File: config.mk
export PLATFORM = sky130hd
export DESIGN_NAME = sd_spi_responder
export DESIGN_NICKNAME = d
export VERILOG_FILES = /design/src/rtl/sd_spi_pkg.sv /design/src/rtl/sd_spi_shifter.sv /design/src/rtl/sd_spi_responder.sv
export SDC_FILE = /design/constraint.sdc
export NUM_CORES = 1
export LEC_CHECK = 0
export BUFFER_PORTS_ARGS = -buffer_cell sky130_fd_sc_hd__buf_2
export CAP_MARGIN = 20
export CORE_ASPECT_RATIO = 1.1
export CORE_MARGIN = 8
export CORE_UTILIZATION = 48
export DETAILED_ROUTE_END_ITERATION = 6
export PLACE_DENSITY = 0.67
export SLEW_MARGIN = 30
export SYNTH_ARGS = -nofsm -noshare
export SYNTH_HDL_FRONTEND = slang
export SYNTH_SLANG_ARGS = --single-unit
File: constraint.sdc
create_clock -name clk -period 3.8 [get_ports clk]
set_input_delay 0.38 -clock clk [delete_from_list [all_inputs] [get_ports clk]]
set_output_delay 0.38 -clock clk [all_outputs]
set_load 0.01 [all_outputs]
File: src/rtl/sd_spi_pkg.sv
// Shared types and constants for the SD-card SPI-mode responder.
// R1 status bits, command indices, the data token and the FSM state encoding.
package sd_spi_pkg;

    typedef enum logic [2:0] {
        ST_HUNT,
        ST_ARGS,
        ST_NCR,
        ST_RESP,
        ST_GAP,
        ST_TOKEN,
        ST_DATA,
        ST_CRC
    } state_t;

    localparam logic [5:0] CMD_GO_IDLE    = 6'd0;
    localparam logic [5:0] CMD_SEND_IF    = 6'd8;
    localparam logic [5:0] CMD_READ_BLOCK = 6'd17;
    localparam logic [5:0] CMD_SEND_OP    = 6'd41;
    localparam logic [5:0] CMD_APP        = 6'd55;
    localparam logic [5:0] CMD_READ_OCR   = 6'd58;

    localparam logic [7:0] R1_IDLE        = 8'h01;
    localparam logic [7:0] R1_ILLEGAL     = 8'h04;
    localparam logic [7:0] DATA_TOKEN     = 8'hFE;
    localparam logic [7:0] FILL_BYTE      = 8'hFF;

    localparam logic [8:0] LAST_BYTE_IDX  = 9'd511;

    function automatic logic [7:0] r1_status(input logic idle, input logic illegal);
        return (idle ? R1_IDLE : 8'h00) | (illegal ? R1_ILLEGAL : 8'h00);
    endfunction

endpackage

File: src/rtl/sd_spi_shifter.sv
// SPI mode-0 bit engine: input synchronizers, SCLK edge detection,
// receive shifter with byte strobe and transmit shifter driving MISO.
module sd_spi_shifter #(
    parameter int SYNC_STAGES = 2
) (
    input  logic       clk,
    input  logic       RESET_N,
    input  logic       SD_CS,
    input  logic       SCLK,
    input  logic       MOSI,
    input  logic [7:0] tx_byte,
    input  logic       tx_valid,
    output logic       miso,
    output logic       cs_high,
    output logic       rx_done,
    output logic [7:0] rx_byte
);

    // bit 2 = SD_CS, bit 1 = SCLK, bit 0 = MOSI
    logic [SYNC_STAGES-1:0][2:0] sync_reg;
    logic [2:0] sync_out;
    logic       cs_s;
    logic       sclk_s;
    logic       mosi_s;

    logic       sclk_prev_reg;
    logic       cs_prev_reg;
    logic [2:0] bit_cnt_reg;
    logic [6:0] rx_shift_reg;
    logic [6:0] tx_shift_reg;
    logic       miso_reg;

    logic       sclk_rise;
    logic       sclk_fall;
    logic       cs_fall;

    assign sync_out  = sync_reg[SYNC_STAGES-1];
    assign cs_s      = sync_out[2];
    assign sclk_s    = sync_out[1];
    assign mosi_s    = sync_out[0];

    assign sclk_rise = sclk_s & ~sclk_prev_reg;
    assign sclk_fall = ~sclk_s & sclk_prev_reg;
    assign cs_fall   = ~cs_s & cs_prev_reg;

    assign rx_done   = sclk_rise & ~cs_s & ~cs_fall & (bit_cnt_reg == 3'd7);
    assign rx_byte   = {rx_shift_reg, mosi_s};
    assign cs_high   = cs_s;
    assign miso      = miso_reg;

    always_ff @(posedge clk) begin
        if (!RESET_N) begin
            for (int i = 0; i < SYNC_STAGES; i++) begin
                sync_reg[i] <= 3'b101;
            end
        end else begin
            sync_reg[0] <= {SD_CS, SCLK, MOSI};
            for (int i = 1; i < SYNC_STAGES; i++) begin
                sync_reg[i] <= sync_reg[i-1];
            end
        end
    end

    always_ff @(posedge clk) begin
        if (!RESET_N) begin
            sclk_prev_reg <= 1'b0;
            cs_prev_reg   <= 1'b1;
            bit_cnt_reg   <= 3'd0;
            rx_shift_reg  <= 7'd0;
            tx_shift_reg  <= 7'h7F;
            miso_reg      <= 1'b1;
        end else begin
            sclk_prev_reg <= sclk_s;
            cs_prev_reg   <= cs_s;
            if (cs_s) begin
                bit_cnt_reg  <= 3'd0;
                tx_shift_reg <= 7'h7F;
                miso_reg     <= 1'b1;
            end else if (cs_fall) begin
                bit_cnt_reg  <= 3'd0;
            end else begin
                if (sclk_rise) begin
                    rx_shift_reg <= {rx_shift_reg[5:0], mosi_s};
                    bit_cnt_reg  <= bit_cnt_reg + 3'd1;
                end
                // A falling edge with the counter at zero follows a byte boundary:
                // that is where the next queued byte starts driving MISO.
                if (sclk_fall) begin
                    if (bit_cnt_reg == 3'd0) begin
                        miso_reg     <= tx_valid ? tx_byte[7]   : 1'b1;
                        tx_shift_reg <= tx_valid ? tx_byte[6:0] : 7'h7F;
                    end else begin
                        miso_reg     <= tx_shift_reg[6];
                        tx_shift_reg <= {tx_shift_reg[5:0], 1'b1};
                    end
                end
            end
        end
    end

endmodule

File: src/rtl/sd_spi_responder.sv
// SD-card SPI-mode command responder: parses command frames, answers
// CMD0/8/17/41/55/58 and streams a 512-byte block fetched through BYTE_REQ.
module sd_spi_responder
    import sd_spi_pkg::*;
#(
    parameter int          SYNC_STAGES  = 2,
    parameter logic [31:0] OCR          = 32'h40FF8000,
    parameter int          ACMD41_TRIES = 2
) (
    input  logic        clk,
    input  logic        RESET_N,
    input  logic        SD_CS,
    input  logic        SCLK,
    input  logic        MOSI,
    output logic        MISO,
    output logic [31:0] BLK_ADDR,
    output logic [8:0]  BYTE_IDX,
    output logic        BYTE_REQ,
    input  logic [7:0]  BYTE_DATA,
    output logic        CARD_IDLE
);

    logic       cs_high;
    logic       rx_done;
    logic [7:0] rx_byte;

    state_t      state_reg,    state_next;
    logic [5:0]  cmd_reg,      cmd_next;
    logic [31:0] arg_reg,      arg_next;
    logic [2:0]  arg_cnt_reg,  arg_cnt_next;
    logic [31:0] resp_reg,     resp_next;
    logic [2:0]  resp_cnt_reg, resp_cnt_next;
    logic        go_data_reg,  go_data_next;
    logic [7:0]  tx_byte_reg,  tx_byte_next;
    logic        tx_valid_reg, tx_valid_next;
    logic [8:0]  idx_reg,      idx_next;
    logic        byte_req_reg, byte_req_next;
    logic [1:0]  req_pipe_reg, req_pipe_next;
    logic [31:0] blk_addr_reg, blk_addr_next;
    logic        idle_reg,     idle_next;
    logic [7:0]  acmd_cnt_reg, acmd_cnt_next;
    logic        cmd55_reg,    cmd55_next;
    logic        crc_cnt_reg,  crc_cnt_next;
    logic [7:0]  acmd_inc;
    logic [7:0]  r1;

    sd_spi_shifter #(
        .SYNC_STAGES(SYNC_STAGES)
    ) u_shifter (
        .clk      (clk),
        .RESET_N  (RESET_N),
        .SD_CS    (SD_CS),
        .SCLK     (SCLK),
        .MOSI     (MOSI),
        .tx_byte  (tx_byte_reg),
        .tx_valid (tx_valid_reg),
        .miso     (MISO),
        .cs_high  (cs_high),
        .rx_done  (rx_done),
        .rx_byte  (rx_byte)
    );

    assign BLK_ADDR  = blk_addr_reg;
    assign BYTE_IDX  = idx_reg;
    assign BYTE_REQ  = byte_req_reg;
    assign CARD_IDLE = idle_reg;

    always_ff @(posedge clk) begin
        if (!RESET_N) begin
            state_reg    <= ST_HUNT;
            cmd_reg      <= 6'd0;
            arg_reg      <= 32'd0;
            arg_cnt_reg  <= 3'd0;
            resp_reg     <= 32'd0;
            resp_cnt_reg <= 3'd0;
            go_data_reg  <= 1'b0;
            tx_byte_reg  <= FILL_BYTE;
            tx_valid_reg <= 1'b0;
            idx_reg      <= 9'd0;
            byte_req_reg <= 1'b0;
            req_pipe_reg <= 2'b00;
            blk_addr_reg <= 32'd0;
            idle_reg     <= 1'b1;
            acmd_cnt_reg <= 8'd0;
            cmd55_reg    <= 1'b0;
            crc_cnt_reg  <= 1'b0;
        end else begin
            state_reg    <= state_next;
            cmd_reg      <= cmd_next;
            arg_reg      <= arg_next;
            arg_cnt_reg  <= arg_cnt_next;
            resp_reg     <= resp_next;
            resp_cnt_reg <= resp_cnt_next;
            go_data_reg  <= go_data_next;
            tx_byte_reg  <= tx_byte_next;
            tx_valid_reg <= tx_valid_next;
            idx_reg      <= idx_next;
            byte_req_reg <= byte_req_next;
            req_pipe_reg <= req_pipe_next;
            blk_addr_reg <= blk_addr_next;
            idle_reg     <= idle_next;
            acmd_cnt_reg <= acmd_cnt_next;
            cmd55_reg    <= cmd55_next;
            crc_cnt_reg  <= crc_cnt_next;
        end
    end

    always_comb begin
        state_next    = state_reg;
        cmd_next      = cmd_reg;
        arg_next      = arg_reg;
        arg_cnt_next  = arg_cnt_reg;
        resp_next     = resp_reg;
        resp_cnt_next = resp_cnt_reg;
        go_data_next  = go_data_reg;
        tx_byte_next  = tx_byte_reg;
        tx_valid_next = tx_valid_reg;
        idx_next      = idx_reg;
        byte_req_next = 1'b0;
        req_pipe_next = {req_pipe_reg[0], byte_req_reg};
        blk_addr_next = blk_addr_reg;
        idle_next     = idle_reg;
        acmd_cnt_next = acmd_cnt_reg;
        cmd55_next    = cmd55_reg;
        crc_cnt_next  = crc_cnt_reg;
        acmd_inc      = (acmd_cnt_reg == 8'hFF) ? 8'hFF : acmd_cnt_reg + 8'd1;
        r1            = 8'h00;

        // Block data arrives two cycles after the request, well before the next MISO load.
        if (req_pipe_reg[1]) begin
            tx_byte_next = BYTE_DATA;
        end

        if (cs_high) begin
            state_next    = ST_HUNT;
            tx_valid_next = 1'b0;
        end else if (rx_done) begin
            case (state_reg)
                ST_HUNT: begin
                    if (rx_byte[7:6] == 2'b01) begin
                        cmd_next     = rx_byte[5:0];
                        arg_cnt_next = 3'd0;
                        state_next   = ST_ARGS;
                    end
                end
                ST_ARGS: begin
                    if (arg_cnt_reg != 3'd4) begin
                        arg_next     = {arg_reg[23:0], rx_byte};
                        arg_cnt_next = arg_cnt_reg + 3'd1;
                    end else begin
                        state_next    = ST_NCR;
                        tx_byte_next  = FILL_BYTE;
                        tx_valid_next = 1'b1;
                    end
                end
                ST_NCR: begin
                    resp_next     = 32'd0;
                    resp_cnt_next = 3'd0;
                    go_data_next  = 1'b0;
                    cmd55_next    = 1'b0;
                    case (cmd_reg)
                        CMD_GO_IDLE: begin
                            idle_next     = 1'b1;
                            acmd_cnt_next = 8'd0;
                            r1            = R1_IDLE;
                        end
                        CMD_SEND_IF: begin
                            r1            = r1_status(idle_reg, 1'b0);
                            resp_next     = {24'h000001, arg_reg[7:0]};
                            resp_cnt_next = 3'd4;
                        end
                        CMD_APP: begin
                            r1         = r1_status(idle_reg, 1'b0);
                            cmd55_next = 1'b1;
                        end
                        CMD_SEND_OP: begin
                            if (cmd55_reg) begin
                                acmd_cnt_next = acmd_inc;
                                if (acmd_inc >= 8'(ACMD41_TRIES)) begin
                                    idle_next = 1'b0;
                                end
                                r1 = r1_status(idle_next, 1'b0);
                            end else begin
                                r1 = r1_status(idle_reg, 1'b1);
                            end
                        end
                        CMD_READ_OCR: begin
                            r1            = r1_status(idle_reg, 1'b0);
                            resp_next     = OCR;
                            resp_cnt_next = 3'd4;
                        end
                        CMD_READ_BLOCK: begin
                            if (idle_reg) begin
                                r1 = r1_status(1'b1, 1'b1);
                            end else begin
                                r1            = 8'h00;
                                blk_addr_next = arg_reg;
                                go_data_next  = 1'b1;
                            end
                        end
                        default: begin
                            r1 = r1_status(idle_reg, 1'b1);
                        end
                    endcase
                    tx_byte_next = r1;
                    state_next   = ST_RESP;
                end
                ST_RESP: begin
                    if (resp_cnt_reg != 3'd0) begin
                        tx_byte_next  = resp_reg[31:24];
                        resp_next     = {resp_reg[23:0], 8'h00};
                        resp_cnt_next = resp_cnt_reg - 3'd1;
                    end else if (go_data_reg) begin
                        tx_byte_next = FILL_BYTE;
                        state_next   = ST_GAP;
                    end else begin
                        tx_valid_next = 1'b0;
                        state_next    = ST_HUNT;
                    end
                end
                ST_GAP: begin
                    tx_byte_next = DATA_TOKEN;
                    state_next   = ST_TOKEN;
                end
                ST_TOKEN: begin
                    idx_next      = 9'd0;
                    byte_req_next = 1'b1;
                    state_next    = ST_DATA;
                end
                ST_DATA: begin
                    if (idx_reg == LAST_BYTE_IDX) begin
                        tx_byte_next = FILL_BYTE;
                        crc_cnt_next = 1'b0;
                        state_next   = ST_CRC;
                    end else begin
                        idx_next      = idx_reg + 9'd1;
                        byte_req_next = 1'b1;
                    end
                end
                ST_CRC: begin
                    if (!crc_cnt_reg) begin
                        crc_cnt_next = 1'b1;
                    end else begin
                        tx_valid_next = 1'b0;
                        state_next    = ST_HUNT;
                    end
                end
                default: begin
                    state_next = ST_HUNT;
                end
            endcase
        end
    end

endmodule

==> flow_summary.rst, run 1 <==
.. list-table::
   :header-rows: 1

   * - Metric
     - Value
   * - Syn Std Cell Area
     - 7310 um^2
   * - Drt pass-1 iters
     - 5
   * - Area used by multi-input combinational logic
     - 3550 um^2
   * - Ant diodes
     - 0
   * - Largest net degree at the start of global routing
     - 101
   * - Most common cell after layout, fill and taps aside
     - sky130_fd_sc_hd__dfxtp_1
   * - Global-route wire length before repair
     - 28300 um
   * - Number of antenna violations at the first check in global routing
     - 0
   * - Met2 GRT Util
     - 0.270
   * - Final worst-path cycle share
     - 0.691
   * - Final non-filler cell area
     - 8250 um^2
   * - Post-detailed-route DRC marker count
     - 0
   * - Clock latency of the later-clocked register in the worst-skew pair
     - 0.44 ns
   * - Synth warnings
     - 0
   * - Met1 track demand over resource
     - 0.233
   * - Number of hold violations in the final report
     - 0
   * - CP endpoint kind
     - flip-flop
   * - Count of nets after finishing
     - 915
   * - Die Footprint
     - 19400 um^2
   * - Iteration-0 DRC count of the detailed router
     - 544
   * - Worst supply voltage drop on vdd
     - 0.312 mV
   * - DP Area
     - 7640 um^2
   * - Number of cells in the finished layout apart from fillers
     - 1101
   * - Number of max-cap violations
     - 0
   * - Pwr Density
     - 434 nW/um^2
   * - Clock tree from TritonCTS
     - built
   * - CTS hold repair buffers
     - 0
   * - Total negative setup slack
     - 0 ns
   * - Proportion of synthesized chip area in sequential cells
     - 0.465
   * - Antenna-violating nets left
     - 0
   * - Cts repair resizes
     - 0
   * - Peak fanout along the critical path
     - 33
   * - Startpoint class of the critical path
     - flip-flop
   * - Area used by sequential logic in the layout
     - 3400 um^2
   * - Die boundary width
     - 134 um
   * - Share of cells above drive strength 1
     - 0.139
   * - Final critical-path required period
     - 2.62 ns
   * - Unique cell type count in the Yosys netlist
     - 63
   * - Total gr overflow
     - 0
   * - Clock tree buffer depth
     - 2
   * - Number of buffers inserted by port buffering
     - 56
   * - Syn_nets
     - 888
   * - Async set or reset register ratio after synthesis
     - 0
   * - Number of flops mapped to enable cells by yosys
     - 0
   * - Number of cells in the design after placement
     - 1069
   * - Cts bufs inserted
     - 17
   * - HPWL Detailed
     - 11200 um
   * - Clock transition at the registers of the reported paths
     - 0.07 ns
   * - Slew at the pin closest to its max-slew limit
     - 0.821 ns
   * - Flops & latches, synth
     - 170
   * - Worst setup slack before clock tree synthesis
     - 1.20 ns
   * - Total routing usage reported by global routing
     - 0.176
   * - Synthesis-to-finish area growth
     - 12.8%
   * - Core ar.
     - 15000 um^2
   * - Number of sinks handled by clock tree synthesis
     - 170
   * - Max frequency
     - 381 MHz
   * - P_leak
     - 3.31 nW
   * - Worst clock skew
     - 0.0130 ns
   * - Max-slew headroom
     - 0.439
   * - Commonest cells after routing, fill and taps aside
     - sky130_fd_sc_hd__dfxtp_1, sky130_fd_sc_hd__nand2_1, sky130_fd_sc_hd__a21oi_1
   * - Most used DFF post-synth
     - sky130_fd_sc_hd__dfxtp_1
   * - Boundary pin count
     - 57
   * - Count of filler cells inserted in the layout
     - 1399
   * - Post-CTS setup buffer count
     - 0
   * - H-tree depth reported by CTS
     - 4
   * - Worst hold path type
     - in2reg
   * - Number of global-route vias before repair
     - 5491
   * - Placer's final routability congestion estimate
     - 0.827
   * - Via count
     - 6009
   * - Met3 GRT Util
     - 0.0459
   * - Outcome
     - completed
   * - Instance count of the mapped netlist
     - 865
   * - Setup slack after layout
     - 1.18 ns
   * - Number of placement rows
     - 47
   * - Endpoint arrival time on the critical path
     - 2.92 ns
   * - Ratio of routed vias to standard cells
     - 5.46
   * - Number of endpoints failing setup at the final stage
     - 0
   * - Starting density of the core
     - 0.488
   * - Chip Height
     - 145 um
   * - Peak-usage layer in the global routing report
     - met2
   * - Clock root buffer
     - sky130_fd_sc_hd__clkbuf_16
   * - Average size of a mapped cell
     - 8.46 um^2
   * - Type of the worst setup path
     - reg2reg
   * - Required arrival time at the worst endpoint
     - 4.10 ns
   * - Setup repair after global routing missed its margin
     - no
   * - Detailed Route WL
     - 16900 um
   * - Count of pins over their slew limit
     - 0
   * - Routed length per instance
     - 15.3 um
## cells by family (layout without fill, tap and decap cells)
family                     Yosys count  count (layout)  share of synthesized area
AOI/OAI and AO/OA                  198             198                      0.156
xor gates and xnor gates             7               7                    0.00838
adders and majority gates           10              10                     0.0171
buffers and inverters               79             119                     0.0501
DFF                                170             170                      0.465
muxes                               51              51                     0.0712
and+or+nand+nor                    350             350                      0.232
## final timing paths
kind	from	end	slack [ns]	depth (start not counted)
setup reg to reg	u_shifter.sync_out[1]	arg_reg[1]	1.18	6
setup / recovery	u_shifter.sync_out[1]	arg_reg[1]	1.18	6
hold reg to reg	u_shifter.sync_reg[0]	u_shifter.sync_out[0]	0.42	1
hold / removal	SD_CS	u_shifter.sync_reg[2]	0.11	2
## stage by stage
| step | hold slack (ns) | utilization | power (mW) |
|---|---|---|---|
| 3_5_place_dp | 0.397 | 0.509 | 1.87 |
| 4_1_cts | 0.108 | 0.550 | 3.61 |
| 3_3_place_gp | 0.397 | 0.509 | 1.88 |
| 6_report | 0.115 | 0.550 | 3.58 |
| 2_1_floorplan | 0.386 | - | 1.86 |
| 5_1_grt | 0.130 | 0.550 | 3.69 |
## worst max-delay path, stage by stage (launching register included)
cell	delay, ns
sky130_fd_sc_hd__dfxtp_1	0.43
sky130_fd_sc_hd__or4b_1	0.69
sky130_fd_sc_hd__nor2_2	0.23
sky130_fd_sc_hd__buf_4	0.21
sky130_fd_sc_hd__nand3_4	0.48
sky130_fd_sc_hd__mux2i_1	0.35
sky130_fd_sc_hd__nor2_1	0.07
## synth_stat cells, drive strengths merged (2+ instances only)
cell	instances	area, um^2
dfxtp	170	3400
nand2	152	571
a21oi	106	534
nor2	72	275
o21ai	45	225
mux2i	43	430
nand3	38	220
clkbuf	35	131
buf	24	160
inv	18	67.6
nor3	14	80.1
nand3b	12	90.1
ha	10	125
nand2b	10	62.6
nand4	10	62.6
o211ai	9	67.6
and2	8	50.1
mux2	8	90.1
nor2b	7	43.8
o221ai	7	61.3
a31oi	6	37.5
or3	5	31.3
xnor2	5	43.8
a211oi	4	35.0
nor3b	4	40.0
o32ai	4	35.0
and3	3	18.8
and3b	3	26.3
a211o	2	17.5
and4	2	17.5
clkinv	2	7.51
nor4	2	12.5
nor4b	2	47.6
o2111ai	2	23.8
o21a	2	15.0
o31ai	2	15.0
or2	2	12.5
xor2	2	17.5
## metal layers
metal | vias to the layer above | routed length [um] | part of all wire
li1 | 3051 | - | -
met1 | 2813 | 8220 | 0.49
met2 | 119 | 7700 | 0.46
met3 | 26 | 712 | 0.042
met4 | 0 | 257 | 0.015
met5 | - | 0 | 0
## final cells by class
| cell class | instances | share of cell area |
|---|---|---|
| clock buffers | 18 | 0.0532 |
| clock inverters | 14 | 0.0208 |
| inverters | 20 | 0.00925 |
| multi-input cells | 616 | 0.430 |
| flip-flops and latches | 170 | 0.412 |
| well taps | 196 | 0.0297 |
| repair buffers | 67 | 0.0444 |
## report_power, final
group / switching, mW / total [mW] / internal (mW)
logic: 0.0350 / 0.0470 / 0.0120
clock network: 0.837 / 1.75 / 0.909
registers: 0.00319 / 1.79 / 1.78
Power figures use the tool's default switching activity.
==> inputs of run 2 (changes only) <==
--- a/config.mk
+++ b/config.mk
@@ -11,7 +11,7 @@
 export CORE_MARGIN = 8
 export CORE_UTILIZATION = 48
 export DETAILED_ROUTE_END_ITERATION = 6
-export PLACE_DENSITY = 0.67
+export PLACE_DENSITY = 0.7
 export SLEW_MARGIN = 30
 export SYNTH_ARGS = -nofsm -noshare
 export SYNTH_HDL_FRONTEND = slang
==> constraint.sdc (replaced) <==
create_clock -name clk -period 2.3 [get_ports clk]
set_input_delay 0.23 -clock clk [delete_from_list [all_inputs] [get_ports clk]]
set_output_delay 0.23 -clock clk [all_outputs]
set_load 0.01 [all_outputs]
==> run 2 against run 1 <==
Net effect:
- clock skew down 0.0033 ns
- register-to-register slack worse by 1.1 ns
- setup slack worse by 1.1 ns
- via count is 1.1% higher
- global-route usage fell by 0.30 points
- die area is the same
- non-clock buffer count up 20
- critical path type unchanged
- largest cell class unchanged
==> flow_summary.rst, run 2 (same netlist as run 1, synthesis figures left out) <==
.. list-table::
   :header-rows: 1

   * - Metric
     - Value
   * - Outcome
     - completed
   * - Core ar.
     - 15000 um^2
   * - Capture point of the worst reg-to-reg path
     - tx_byte_reg[2]
   * - Max-slew headroom
     - 0.514
   * - Placer's final routability congestion estimate
     - 0.864
   * - Boundary pin count
     - 57
   * - PnR Total Power
     - 5.86 mW
   * - HPWL Detailed
     - 11000 um
   * - Drt pass-1 iters
     - 5
   * - Detailed Route WL
     - 16400 um
   * - Pwr Density
     - 693 nW/um^2
   * - Number of global-route vias before repair
     - 5631
   * - Peak fanout along the critical path
     - 9
   * - Worst supply voltage drop on vdd
     - 0.509 mV
   * - Ratio of routed vias to standard cells
     - 5.42
   * - Total routing usage reported by global routing
     - 0.173
   * - Ant diodes
     - 0
   * - Clock latency of the later-clocked register in the worst-skew pair
     - 0.44 ns
   * - Setup repair after global routing missed its margin
     - no
   * - Clock tree buffer depth
     - 2
   * - Via count
     - 6074
   * - Count of pins over their slew limit
     - 0
   * - Clock transition at the registers of the reported paths
     - 0.07 ns
   * - Slew at the pin closest to its max-slew limit
     - 0.711 ns
   * - HP Start
     - BYTE_DATA[7]
   * - Starting density of the core
     - 0.488
   * - Antenna-violating nets left
     - 0
   * - Synthesis-to-finish area growth
     - 15.7%
   * - Startpoint of the worst register-to-register path
     - u_shifter.sync_out[2]
   * - Type of the worst setup path
     - reg2reg
   * - H-tree depth reported by CTS
     - 4
   * - Die Footprint
     - 19400 um^2
   * - Most common cell after layout, fill and taps aside
     - sky130_fd_sc_hd__dfxtp_1
   * - Number of endpoints failing setup at the final stage
     - 0
   * - Clock tree from TritonCTS
     - built
   * - Worst r2r path cells
     - 5
   * - Commonest cells after routing, fill and taps aside
     - sky130_fd_sc_hd__dfxtp_1, sky130_fd_sc_hd__nand2_1, sky130_fd_sc_hd__a21oi_1
   * - Max frequency
     - 455 MHz
   * - Count of nets after finishing
     - 935
   * - Final worst-path cycle share
     - 0.955
   * - Die boundary width
     - 134 um
   * - Chip Height
     - 145 um
   * - Post-detailed-route DRC marker count
     - 0
   * - Startpoint class of the critical path
     - flip-flop
   * - Worst hold path type
     - in2reg
   * - Largest net degree at the start of global routing
     - 98
   * - Number of hold violations in the final report
     - 0
   * - Total gr overflow
     - 0
   * - Worst hold endpoint
     - tx_byte_reg[7]
   * - Share of cells above drive strength 1
     - 0.154
   * - Number of antenna violations at the first check in global routing
     - 0
   * - Routed length per instance
     - 14.6 um
   * - Setup slack of the most critical reg-to-reg path
     - 0.10 ns
   * - Worst clock skew
     - 0.00967 ns
   * - P_leak
     - 3.42 nW
   * - Total negative setup slack
     - 0 ns
   * - Number of sinks handled by clock tree synthesis
     - 170
   * - Endpoint arrival time on the critical path
     - 2.51 ns
   * - Worst hold stages
     - 4
   * - Iteration-0 DRC count of the detailed router
     - 583
   * - Number of placement rows
     - 47
   * - Required arrival time at the worst endpoint
     - 2.61 ns
   * - Number of max-cap violations
     - 0
   * - CP endpoint kind
     - flip-flop
   * - Clock root buffer
     - sky130_fd_sc_hd__clkbuf_16
   * - Cts bufs inserted
     - 17
   * - Final critical-path required period
     - 2.20 ns
   * - Launch point of the critical path
     - u_shifter.sync_out[2]
   * - Number of buffers inserted by port buffering
     - 56
   * - Worst hold slack after final layout
     - 0.212 ns
   * - Global-route wire length before repair
     - 28000 um
## run 2: layout make-up
| cell class | instances | area [um^2] |
|---|---|---|
| well taps | 196 | 245 |
| inverters | 20 | 76.3 |
| flip-flops and latches | 170 | 3400 |
| repair buffers | 87 | 583 |
| clock inverters | 15 | 171 |
| clock buffers | 17 | 425 |
| fillers | 1393 | 6540 |
| multi-input cells | 616 | 3560 |
## run 2: worst max-delay path by stage
stage | endpoint | slack (ns) | depth (start not counted)
floorplan | BYTE_IDX[6] | 0.32 | 10
global placement | acmd_cnt_reg[6] | 0.18 | 5
detailed placement | CARD_IDLE | 0.18 | 5
CTS | tx_byte_reg[3] | 0.17 | 5
global route | tx_byte_reg[2] | 0.04 | 5
finish | tx_byte_reg[2] | 0.10 | 5
## run 2: metrics by stage
| stage | util | cells | setup slack, ns | cell area [um^2] |
|---|---|---|---|---|
| 3_5_place_dp | 0.522 | 1086 | 0.182 | 7830 |
| 2_1_floorplan | - | 865 | 0.325 | 7310 |
| 6_report | 0.564 | 1121 | 0.104 | 8460 |
| 5_1_grt | 0.564 | 1121 | 0.0449 | 8460 |
| 3_3_place_gp | 0.522 | 1086 | 0.182 | 7830 |
| 4_1_cts | 0.564 | 1121 | 0.172 | 8460 |
## run 2: worst max-delay path, cell delays in order, from the launching register on
cell and delay (ns):
sky130_fd_sc_hd__dfxtp_1 0.35, sky130_fd_sc_hd__or4b_1 0.62, sky130_fd_sc_hd__buf_4 0.23, sky130_fd_sc_hd__a211oi_1 0.37
sky130_fd_sc_hd__nand4_1 0.14, sky130_fd_sc_hd__o32a_1 0.38
## run 2: power by group
group,switching (mW),internal [mW]
logic,0.0567,0.0262
clock network,1.36,1.47
registers,0.00493,2.95
## run 2: repair_timing
action / 4_1_cts / 5_1_grt
endpoints found under the hold margin: 3 / 0
buffers inserted: 0 / 0
hold buffers: 3 / 0
setup endpoints to repair: 0 / 1
resized for setup: 0 / 1
## run 2: metal layers
metal	up-vias	track usage	wire (um)	part of all wire
met5	-	0	0	0
met4	0	0.0613	220	0.013
met3	15	0.0338	655	0.040
met2	112	0.272	7680	0.47
met1	2849	0.232	7870	0.48
li1	3098	-	-	-
